**src/rtl/mem_pkg.sv**
```systemverilog
// Shared encodings for the data-memory load/store unit: access sizes, FSM
// states, byte-enable patterns and the load-extension select value.
package mem_pkg;

  localparam logic [1:0] SIZE_BYTE = 2'b00;
  localparam logic [1:0] SIZE_HALF = 2'b01;
  localparam logic [1:0] SIZE_WORD = 2'b10;

  localparam logic [1:0] ST_IDLE = 2'd0;
  localparam logic [1:0] ST_REQ  = 2'd1;
  localparam logic [1:0] ST_DONE = 2'd2;

  localparam logic [3:0] BE_BYTE = 4'b0001;
  localparam logic [3:0] BE_HALF = 4'b0011;
  localparam logic [3:0] BE_WORD = 4'b1111;

  // LoadSizeM[0] value that selects zero-extension.
  localparam logic EXT_ZERO = 1'b1;

endpackage

```
**src/rtl/lsu_align.sv**
```systemverilog
// Combinational lane steering: byte enables and replicated store data for
// stores, and lane extraction plus sign/zero extension for loads.
module lsu_align
  import mem_pkg::*;
(
  input  logic [1:0]  size,
  input  logic [1:0]  addr_lo,
  input  logic        zero_ext,
  input  logic [31:0] store_data,
  input  logic [31:0] load_word,
  output logic [3:0]  be,
  output logic [31:0] wdata,
  output logic [31:0] load_data,
  output logic        misaligned
);

  logic [1:0]  lane;
  logic [31:0] shifted;
  logic        sign_en;

  // NOTE: every output of a combinational block gets a default first, so no path can infer a latch.
  always_comb begin
    lane       = 2'b00;
    be         = BE_WORD;
    wdata      = store_data;
    misaligned = 1'b0;
    case (size)
      SIZE_BYTE: begin
        lane  = addr_lo;
        be    = BE_BYTE << addr_lo;
        wdata = {4{store_data[7:0]}};
      end
      SIZE_HALF: begin
        lane       = {addr_lo[1], 1'b0};
        be         = BE_HALF << {addr_lo[1], 1'b0};
        wdata      = {2{store_data[15:0]}};
        misaligned = addr_lo[0];
      end
      default: misaligned = (addr_lo != 2'b00);
    endcase
  end

  assign shifted = load_word >> {lane, 3'b000};
  assign sign_en = (zero_ext != EXT_ZERO);

  always_comb begin
    load_data = shifted;
    case (size)
      SIZE_BYTE: load_data = {{24{sign_en & shifted[7]}}, shifted[7:0]};
      SIZE_HALF: load_data = {{16{sign_en & shifted[15]}}, shifted[15:0]};
      default:   load_data = shifted;
    endcase
  end

endmodule

```
**src/rtl/data_mem_interface.sv**
```systemverilog
// Load/store bus unit: req/ack handshake to data memory with timeout, pipeline
// stall, and extended load return. Define MISALIGN_TRAP_EN to trap misaligned accesses.
module data_mem_interface
  import mem_pkg::*;
#(
  parameter int ADDR_W      = 32,
  parameter int TIMEOUT_CYC = 16
) (
  input  logic              clk,
  input  logic              rst,
  input  logic              MemReadEnM,
  input  logic              MemWriteEnM,
  input  logic [1:0]        MemSizeM,
  input  logic [1:0]        LoadSizeM,
  input  logic [ADDR_W-1:0] ALUResultM,
  input  logic [31:0]       ReadData2M,
  output logic              mem_req,
  output logic              mem_we,
  output logic [ADDR_W-3:0] mem_addr,
  output logic [3:0]        mem_be,
  output logic [31:0]       mem_wdata,
  input  logic              mem_ack,
  input  logic [31:0]       mem_rdata,
  output logic [31:0]       ReadDataM,
  output logic              StallM,
  output logic              BusErrM,
  output logic              MisalignM
);

  localparam int CNT_W = $clog2(TIMEOUT_CYC + 1);

  logic [1:0]       state;
  logic [CNT_W-1:0] count;
  logic [1:0]       req_size;
  logic [1:0]       req_lo;
  logic             req_zext;

  logic             idle;
  logic             go;
  logic             timeout;
  logic             trap;
  logic [1:0]       sel_size;
  logic [1:0]       sel_lo;
  logic             sel_zext;
  logic [3:0]       lane_be;
  logic [31:0]      lane_wdata;
  logic [31:0]      load_ext;
  logic             misaligned;
  logic             unused_ext_bit;

  assign idle    = (state == ST_IDLE);
  assign go      = MemReadEnM | MemWriteEnM;
  assign timeout = (count == CNT_W'(TIMEOUT_CYC - 1));
  assign unused_ext_bit = LoadSizeM[1];

  // In IDLE the aligner sees the incoming request; afterwards the latched one.
  assign sel_size = idle ? MemSizeM         : req_size;
  assign sel_lo   = idle ? ALUResultM[1:0]  : req_lo;
  assign sel_zext = idle ? LoadSizeM[0]     : req_zext;

  lsu_align u_align (
    .size       (sel_size),
    .addr_lo    (sel_lo),
    .zero_ext   (sel_zext),
    .store_data (ReadData2M),
    .load_word  (mem_rdata),
    .be         (lane_be),
    .wdata      (lane_wdata),
    .load_data  (load_ext),
    .misaligned (misaligned)
  );

`ifdef MISALIGN_TRAP_EN
  assign trap = misaligned;
`else
  logic unused_misaligned;
  assign unused_misaligned = misaligned;
  assign trap = 1'b0;
`endif

  assign mem_req = (state == ST_REQ);
  assign StallM  = (idle & go) | (state == ST_REQ);

  // NOTE: state uses non-blocking assignments so every register samples pre-edge values.
  always_ff @(posedge clk or posedge rst) begin
    if (rst) begin
      state     <= ST_IDLE;
      count     <= '0;
      req_size  <= SIZE_BYTE;
      req_lo    <= 2'b00;
      req_zext  <= 1'b0;
      mem_we    <= 1'b0;
      mem_addr  <= '0;
      mem_be    <= 4'b0000;
      mem_wdata <= '0;
      ReadDataM <= '0;
      BusErrM   <= 1'b0;
      MisalignM <= 1'b0;
    end else begin
      BusErrM   <= 1'b0;
      MisalignM <= 1'b0;
      case (state)
        ST_IDLE: begin
          if (go) begin
            mem_we    <= MemWriteEnM;
            mem_addr  <= ALUResultM[ADDR_W-1:2];
            mem_be    <= MemWriteEnM ? lane_be : BE_WORD;
            mem_wdata <= lane_wdata;
            req_size  <= MemSizeM;
            req_lo    <= ALUResultM[1:0];
            req_zext  <= LoadSizeM[0];
            count     <= '0;
            if (trap) begin
              state     <= ST_DONE;
              MisalignM <= 1'b1;
            end else begin
              state <= ST_REQ;
            end
          end
        end
        ST_REQ: begin
          count <= count + 1'b1;
          if (mem_ack) begin
            state <= ST_DONE;
            if (!mem_we) ReadDataM <= load_ext;
          end else if (timeout) begin
            state   <= ST_DONE;
            BusErrM <= 1'b1;
          end
        end
        default: state <= ST_IDLE;
      endcase
    end
  end

endmodule

```
**config.mk**
```make
export PLATFORM = sky130hd
export DESIGN_NAME = data_mem_interface
export DESIGN_NICKNAME = d
export VERILOG_FILES = /design/src/rtl/mem_pkg.sv /design/src/rtl/lsu_align.sv /design/src/rtl/data_mem_interface.sv
export SDC_FILE = /design/constraint.sdc
export NUM_CORES = 1
export LEC_CHECK = 0
export ABC_AREA = 1
export CAP_MARGIN = 5
export CORE_ASPECT_RATIO = 1.5
export CORE_UTILIZATION = 46
export CTS_BUF_LIST = sky130_fd_sc_hd__clkbuf_4 sky130_fd_sc_hd__clkbuf_8
export CTS_CLUSTER_DIAMETER = 150
export CTS_CLUSTER_SIZE = 40
export DETAILED_ROUTE_END_ITERATION = 12
export MAX_ROUTING_LAYER = met4
export PLACE_DENSITY = 0.8
export SLEW_MARGIN = 40
export SYNTH_ARGS = -nofsm -noshare
export SYNTH_HDL_FRONTEND = slang
export SYNTH_SLANG_ARGS = --single-unit
export TNS_END_PERCENT = 1
```
**constraint.sdc**
```tcl
create_clock -name clk -period 5.02 [get_ports clk]
set_input_delay 1.004 -clock clk [delete_from_list [all_inputs] [get_ports clk]]
set_output_delay 1.004 -clock clk [all_outputs]
set_load 0.005 [all_outputs]
```
==> impl_metrics.tcl <==
set metrics [dict create \
    status "finished, final reports clean" \
    postLayoutCellArea_sq_um 7800 \
    arrival_ps 3990 \
    synthToLayoutAreaGrowth_pct 41.2 \
    grt_setup_unrepaired "false" \
    vias 5419 \
    n_fill_cell 999 \
    rows 48 \
    setup.worst_path.start_class "primary input" \
    synth_area_leader_cell "dfrtp_1" \
    antenna_left 0 \
    ys_seq_elements 112 \
    syn_nets 849 \
    leakagePower_nw 3.91 \
    synth-seq-area-share 0.507 \
    cap_violations 0 \
    powerDensity_nw_per_um2 600 \
    wl_per_cell_microns 14.8 \
    final_nets 1033 \
    clk_pin_slew_ps 100 \
    clkLatencyLatePin_ps 380 \
    final_layout_size_suffix_gt1_frac 0.0581 \
    critPathKind "in2reg" \
    synthCells 742 \
    start_util 0.477 \
    io_pins 208 \
    yosysTopAreaCellShare 0.507 \
    detailed_place_hpwl_microns 11400 \
    fin_skew_ps 10.4 \
    dieArea_sq_um 12500 \
    place.gp.congestion 0.937 \
    synthTopCellsByArea "dfrtp_1 51%, nand2_1 20%, inv_1 5.4%" \
    grt_max_degree 80 \
    diodes 0 \
    clockRootBuffer "clkbuf_8" \
    placed_area_sq_um 7630 \
    ys_async_sr_fraction 1.00 \
    ff2ff_path_depth 11 \
    finalCritPeriodShare 0.730 \
    die_w_microns 91.5 \
    highest_layer "met4" \
    timing.slew.headroom 0.479 \
    hold_path_class "reg2reg" \
    ys_types 28 \
    timing.final.ws_setup_ps 1360 \
    p_total_w 0.00468 \
    synth-edff-count 0 \
    postCtsSetupRepairBufs 0 \
    synth_warnings 0 \
    core_area_sq_um 11600 \
    routed_wirelength_microns 15900 \
    routed-wl-met3_microns 1030 \
    r2r_slack_ps 1750 \
    cp.required_ps 5340 \
    drc 0 \
    fin_setup_tns_ps 0 \
    place_ws_ps 983 \
    drt_first_pass_iters 5 \
    maxSlewViolCount 0 \
    finalHoldViolCount 0 \
    hold_buffers 0 \
    peakVddDrop_mv 0.314 \
    grt_pass1_vias 5236 \
    track_usage 0.272 \
    whs_path_depth 2 \
    synth_area_per_cell_sq_um 7.45 \
    hold-worst-slack_ps 485 \
    setup_viol 0 \
    h-tree-depth 3 \
    vias_per_cell 5.02 \
    port_buffers 205 \
    layout_common_cells "296 x nand2_1, 205 x clkdlybuf4s50_1, 112 x dfrtp_1, 78 x inv_1, 49 x nand3_1" \
    drt_first_iter_violations 353 \
    mostFrequentLayoutCell "nand2_1" \
    chipHeight_microns 136 \
    clock-sinks 112 \
    min_period_ps 3660 \
    wl_met2_microns 7940 \
    grt_overflow 0 \
    fmax_mhz 273 \
    grt_first_pass_wirelength_microns 25400 \
    wl_met1_microns 6230 \
    clockBufferDepth 2 \
    syn_area_sq_um 5530 \
    cts-buffers-inserted 9 \
    cts_tree "done" \
    ys.flop_type "dfrtp_1" \
    grt_antenna_before_repair 0 \
    cts_resized 0 \
    worst_pin_slew_ps 780 \
    cp_max_fo 24 \
    end_kind "register" \
]
==> cell type report <==
cell class	instances	area, sq um	share of cell area
clock buffer	12	153	0.0196
clock inverter	2	16.3	0.00209
inverter	84	322	0.0412
multi-input combinational	509	2230	0.286
sequential	112	2800	0.359
tap	150	188	0.0241
timing repair buffer	210	2090	0.268
==> per-stage QoR <==
stage	util	instances
6_report	0.673	1079
5_1_grt	0.673	1079
4_1_cts	0.673	1079
3_5_place_dp	0.658	1065
3_3_place_gp	0.658	1065
2_1_floorplan	-	742
==> layer usage <==
metal	GRT usage	vias up
li1	-	2651
met5	-	-
met3	0.0520	44
met2	0.447	227
met1	0.309	2497
met4	0.158	0
==> synthesized netlist by cell type, types with 2 or more instances <==
cell / count
o22ai_1: 2
or2_2: 17
buf_6: 3
nand2_2: 6
inv_2: 4
a31oi_1: 16
inv_1: 80
nand2_1: 296
nor2_2: 2
nor3_1: 3
o21ai_0: 44
a21oi_1: 21
ha_1: 2
nand3_1: 49
dfrtp_1: 112
clkbuf_1: 19
nor2_1: 43
buf_2: 8
buf_4: 6
==> power by group <==
part | switching, W | internal (W) | leakage [nW] | total, W
combinational | 0.00135 | 0.00124 | 2.49 | 0.00259
sequential | 0.000241 | 0.00133 | 1.33 | 0.00158
clock | 0.000309 | 0.000203 | 0.0858 | 0.000511
total | 0.00190 | 0.00277 | 3.91 | 0.00468
==> logic make-up (layout without fill, tap and decap cells) <==
logic type,Yosys count,count (layout),share of synthesized area
buffers and inverters,121,308,0.0922
flip-flops,112,112,0.507
AO/OA/AOI/OAI,85,85,0.0815
adder cells (fa/ha/maj),2,2,0.00453
other,1,1,0.000679
XOR/XNOR,2,2,0.00317
AND/OR/NAND/NOR,419,419,0.311
==> sequential cells by signal, summed over array words and instances (netlist names) <==
name       cells
mem_wdata     32
req_lo         2
BusErrM        1
req_size       2
ReadDataM     32
mem_we         1
state          2
req_zext       1
count          5
mem_addr      30
mem_be         4
==> path summary, 6_finish.rpt <==
kind,from,endpoint
max,MemSizeM[1],ReadDataM[25]$_DFFE_PP0P_
min,mem_addr[17]$_DFFE_PP0P_,mem_addr[17]$_DFFE_PP0P_
max reg2reg,state[0]$_DFFE_PP0P_,ReadDataM[25]$_DFFE_PP0P_
min reg2reg,mem_addr[17]$_DFFE_PP0P_,mem_addr[17]$_DFFE_PP0P_
max in group asynchronous,rst,mem_wdata[0]$_DFFE_PP0P_
min in group asynchronous,rst,mem_addr[16]$_DFFE_PP0P_
==> worst max-delay path, stage by stage <==
cell,delay [ps]
clkdlybuf4s50_1,410
inv_1,70
nand2_1,50
nand2_1,560
nand3_1,780
nand2_1,280
nand3_1,140
nand2_1,110
nand2_2,270
nand3_1,180
nand2_1,60
inv_1,60
Note: power is estimated with default switching activity, not from simulation.
